[config.mk]
export PLATFORM = sky130hd
export DESIGN_NAME = cr_crc16t_sched
export DESIGN_NICKNAME = d
export VERILOG_FILES = /design/src/rtl/cr_crc16t_sched.sv
export SDC_FILE = /design/constraint.sdc
export NUM_CORES = 1
export LEC_CHECK = 0
export BUFFER_PORTS_ARGS = -buffer_cell sky130_fd_sc_hd__buf_4
export CORE_AREA = 2 2 173 175
export DETAILED_ROUTE_END_ITERATION = 6
export DIE_AREA = 0 0 175 177
export SYNTH_ARGS = -nofsm -noshare
export SYNTH_HDL_FRONTEND = slang
export SYNTH_SLANG_ARGS = --single-unit
[constraint.sdc]
create_clock -name clk -period 6.3 [get_ports clk]
set_input_delay 0.315 -clock clk [delete_from_list [all_inputs] [get_ports clk]]
set_output_delay 0.315 -clock clk [all_outputs]
set_load 0.03 [all_outputs]
[src/rtl/cr_crc16t_sched.sv]
// Frame-granular arbiter sharing one CRC16T engine among N_REQ requesters; result valid 2 cycles after the eop beat.
// Result is held (all req_ready low) until res_ready; define CR_CRC16T_SCHED_STRICT_PRIO_EN for fixed-priority grant.
module cr_crc16t_sched #(
   parameter int          N_REQ      = 4,
   parameter logic [15:0] INIT_VALUE = 16'h0000,
   parameter int          ID_W       = $clog2(N_REQ)
) (
   input  logic                 clk,
   input  logic                 rst,
   input  logic [N_REQ-1:0]     req_valid,
   input  logic [N_REQ*64-1:0]  req_data,
   input  logic [N_REQ*8-1:0]   req_vbytes,
   input  logic [N_REQ-1:0]     req_eop,
   output logic [N_REQ-1:0]     req_ready,
   output logic [63:0]          crc_data_in,
   output logic                 crc_data_valid,
   output logic [7:0]           crc_data_vbytes,
   output logic                 crc_enable,
   output logic                 crc_init,
   output logic [15:0]          crc_init_value,
   input  logic [15:0]          crc_in,
   output logic                 res_valid,
   input  logic                 res_ready,
   output logic [15:0]          res_crc,
   output logic [ID_W-1:0]      res_id,
   output logic [15:0]          res_nbytes,
   output logic                 busy
);
   typedef enum logic [2:0] {IDLE, INIT, DATA, FLUSH, RESULT} state_t;

   state_t          state, state_nxt;
   logic [ID_W-1:0] grant, pick;
   logic [15:0]     nbytes;
   logic [63:0]     data_arr [N_REQ];
   logic [7:0]      vb_arr   [N_REQ];
   logic            beat_acc, g_eop;
   logic [7:0]      eff_vb;
   logic [16:0]     nbytes_sum;

   always_comb begin
      for (int i = 0; i < N_REQ; i++) begin
         data_arr[i] = req_data[64*i +: 64];
         vb_arr[i]   = req_vbytes[8*i +: 8];
      end
   end

`ifdef CR_CRC16T_SCHED_STRICT_PRIO_EN
   always_comb begin
      pick = '0;
      for (int i = N_REQ-1; i >= 0; i--)
         if (req_valid[ID_W'(i)]) pick = ID_W'(i);
   end
`else
   logic [ID_W-1:0] rr_ptr;

   // Walk downward so the last hit is the nearest requester at or after rr_ptr.
   always_comb begin
      logic [ID_W-1:0] idx;
      pick = '0;
      idx  = '0;
      for (int i = N_REQ-1; i >= 0; i--) begin
         idx = ID_W'((int'(rr_ptr) + i) % N_REQ);
         if (req_valid[idx]) pick = idx;
      end
   end

   always_ff @(posedge clk or posedge rst) begin
      if (rst)
         rr_ptr <= '0;
      else if (state == RESULT && res_ready)
         rr_ptr <= (int'(grant) == N_REQ-1) ? '0 : grant + 1'b1;
   end
`endif

   always_ff @(posedge clk or posedge rst) begin
      if (rst) state <= IDLE;
      else     state <= state_nxt;
   end

   assign g_eop    = req_eop[grant];
   assign beat_acc = (state == DATA) && req_valid[grant];
   // Only the eop beat may be partial; the engine always sees full words before it.
   assign eff_vb   = g_eop ? vb_arr[grant] : 8'hFF;

   always_comb begin
      state_nxt       = state;
      req_ready       = '0;
      crc_init        = 1'b0;
      crc_data_valid  = 1'b0;
      crc_data_in     = '0;
      crc_data_vbytes = '0;
      case (state)
         IDLE:   if (|req_valid) state_nxt = INIT;
         INIT: begin
            crc_init  = 1'b1;
            state_nxt = DATA;
         end
         DATA: begin
            req_ready[grant] = 1'b1;
            crc_data_valid   = req_valid[grant];
            crc_data_in      = data_arr[grant];
            crc_data_vbytes  = eff_vb;
            if (beat_acc && g_eop) state_nxt = FLUSH;
         end
         FLUSH:  state_nxt = RESULT;
         RESULT: if (res_ready) state_nxt = IDLE;
         default: state_nxt = IDLE;
      endcase
   end

   assign crc_init_value = INIT_VALUE;
   assign nbytes_sum     = {1'b0, nbytes} + 17'($countones(eff_vb));

   always_ff @(posedge clk or posedge rst) begin
      if (rst) begin
         grant      <= '0;
         nbytes     <= '0;
         res_crc    <= '0;
         res_id     <= '0;
         res_nbytes <= '0;
         crc_enable <= 1'b0;
      end else begin
         crc_enable <= 1'b1;
         if (state == IDLE && |req_valid) grant <= pick;
         if (state == INIT)
            nbytes <= '0;
         else if (beat_acc)
            nbytes <= nbytes_sum[16] ? 16'hFFFF : nbytes_sum[15:0];
         if (state == FLUSH) begin
            res_crc    <= crc_in;
            res_id     <= grant;
            res_nbytes <= nbytes;
         end
      end
   end

   assign res_valid = (state == RESULT);
   assign busy      = (state != IDLE);
endmodule

==> metrics <==
status finished, final reports clean; flops & latches, synth 58; number of enable flip-flop cells after synthesis 0; Post-Syn Instances 465; global-route wire length before repair 35,300 um; mean post-synth cell area 11.5 um2; pin count of the biggest net entering global routing 75; num ports 446; Initial Util 18.3%; CP arrival 5.09 ns; fill cell count 3,031; GP Congestion 0.892; DRT Wirelength 23,800 um; Layout area overhead 71.0%; Final Cycle Share 77.7%; GRT Overall Usage 14.9%; Synth top cells by count mux4_2 (73), and3_1 (70), dfrtp_1 (58); VDD IR-drop max 0.204 mV; clock tree root driver cell clkbuf_16; layout cells sized above 1 65.4%; DIE AREA 31,000 um2; Max-slew headroom 40.7%; Max-Cap Viols 0; Buf/Inv on CP 3; FFs w/ async S/R, synth 100%; Main synth FF type dfrtp_1; most frequent CP cell fa_1; Slowest cell on crit path dfrtp_4; slew at the pin closest to its max-slew limit 0.889 ns; count leader, synth mux4_2; CP Cell Sequence inv_1 > nand2_1 > o21ai_2 > or2_1 > fa_1 > inv_1 > fa_1 > fa_1 > fa_1 > inv_1 > fa_1 > a21o_1 > o21a_2 > and2_4 > and3_1 > a41oi_1 > o21ai_1; dpl hpwl 19,800 um; PD cells 419 nW/um2; CTS tree yes; Site Rows 63; Fmax 204 MHz; cell count after placement 1,250; Initial DRT Pass Iterations 4; Slew Limit Fails 0; CP Max Fanout 32; family with the most delay on the worst path adder cells; TritonCTS Buffers 9; Post-CTS Setup Repair Bufs 0; Max clock buf depth 2; Initial DRC Count 225; P_leak 0.00458 uW; Die Y-Extent 177 um; Req. time, crit path 6.49 ns; CP peak stage delay 0.73 ns; Fin. Hold Viols 0; Core ar. 29,200 um2; clock latency on the worst-skew pair 0.33 ns; Synth warnings 0; number of global-route vias before repair 5,881; crit path time final 4.90 ns; Die Span X 175 um; Post-DRT Antenna Nets 0; Clock transition at path regs 0.05 ns; post-synthesis sequential area ratio 27.1%; DRC Markers 0; unrepaired setup endpoints after global routing false; Worst Skew 0.0105 ns; Finished Layout Cells 1,267; GR Overflow Total 0; Post-CTS Resized 0; PortBufs 429; Vias/cell 4.45; hold buffers post-CTS 0; crit start category register; initial antenna violation count 3; Setup violations, final 0; hold crit path type in2async; Cell Area, Synth 5350 um2; wire per inst 18.8 um; Synth cell types 53; fin nets 1,201; Yosys top cell area share 30.7%; CP Class reg2reg; Synth area leaders mux4_2 (31%), dfrtp_1 (27%), and3_1 (8.2%); clk sink count 58; Via Count 5,643; H-tree depth 3; cell taking the most area after synthesis mux4_2; crit path capture type register; Fin Setup TNS 0 ns
==> tightest hold or removal path, cell delays in order <==
cell and delay (ns):
buf_4 0.11, inv_2 0.03, buf_4 0.57
==> logic make-up (layout without fill, tap and decap cells) <==
logic type | after synthesis | after routing | share of synthesized area [%]
fa+ha+maj | 15 | 15 | 4.21
flops | 58 | 58 | 27.1
compound gates | 64 | 64 | 7.53
other cells | 2 | 19 | 0.140
simple gates | 147 | 147 | 15.6
buf+inv | 73 | 468 | 7.72
xor+xnor | 1 | 1 | 0.164
mux | 105 | 105 | 37.5
==> placed cells by master (no fill, tap or decap), types with 4 or more instances in the layout <==
cell / Yosys / layout
a21o_1: 5 / 5
mux2_2: 31 / 31
a31oi_1: 7 / 7
ha_1: 10 / 10
dfrtp_1: 58 / 55
a21oi_1: 9 / 9
and3_1: 70 / 70
buf_4: 16 / 436
o21ai_1: 4 / 4
clkbuf_16: 0 / 9
o21ai_0: 22 / 22
fa_1: 5 / 5
nand2_1: 24 / 24
mux4_2: 73 / 73
inv_1: 15 / 14
and2_1: 5 / 5
nor2_1: 20 / 20
nand4_1: 4 / 4
nand3_1: 4 / 4
conb_1: 2 / 17
a22o_1: 4 / 4
==> worst paths after layout <==
path	start	end	slack (ns)	cells after the start
max	grant[1]	nbytes[11]	1.40	17
min	rst	res_crc[15]	0.19	3
max reg2reg	grant[1]	nbytes[11]	1.40	17
min reg2reg	res_id[1]	res_id[1]	0.48	2
max in group asynchronous	rst	grant[0]	5.53	3
min in group clk	res_ready	state[2]	0.19	2
==> flip-flops by register name, indices dropped and copies added (netlist names) <==
signal,cells
res_nbytes,16
rr_ptr,2
grant,2
res_crc,16
nbytes,16
crc_enable,1
res_id,2
state,3
==> report_power, final <==
group	internal [uW]	total, uW	switching (uW)	leakage (uW)
Clock	335	499	164	0.000152
Sequential	481	612	131	0.000749
Combinational	1210	2720	1510	0.00368
==> routing by layer <==
layer	vias to the layer above	global-route usage [%]	routed length, um
met5	-	0	13
met4	2	4.41	347
met3	16	2.96	1500
met2	269	26.5	12300
met1	2777	18.3	9650
li1	2579	-	-
==> final cells by class <==
type	instances	area [um2]	area share (%)
tap	390	488	5.34
timing repair buffer	436	3270	35.8
clock buffer	13	270	2.96
antenna	2	5.00	0.0547
sequential	58	1460	16.0
multi-input combinational	349	3540	38.8
clock inverter	2	35.0	0.383
inverter	17	66.3	0.725
==> metrics by stage <==
stage / cell area [um2] / total power [uW] / setup slack (ns) / util, % / hold WS (ns)
after global placement: 8830 / 3350 / 1.44 / 30.2 / 0.468
after CTS: 9140 / 3890 / 1.36 / 31.2 / 0.184
final: 9140 / 3830 / 1.40 / 31.3 / 0.194
after detailed placement: 8830 / 3370 / 1.36 / 30.2 / 0.472
after floorplan: 5400 / 2470 / 1.75 / - / 0.422
after global routing: 9140 / 4090 / 1.15 / 31.3 / 0.191
No activity file was read; power rests on OpenSTA's default activity.
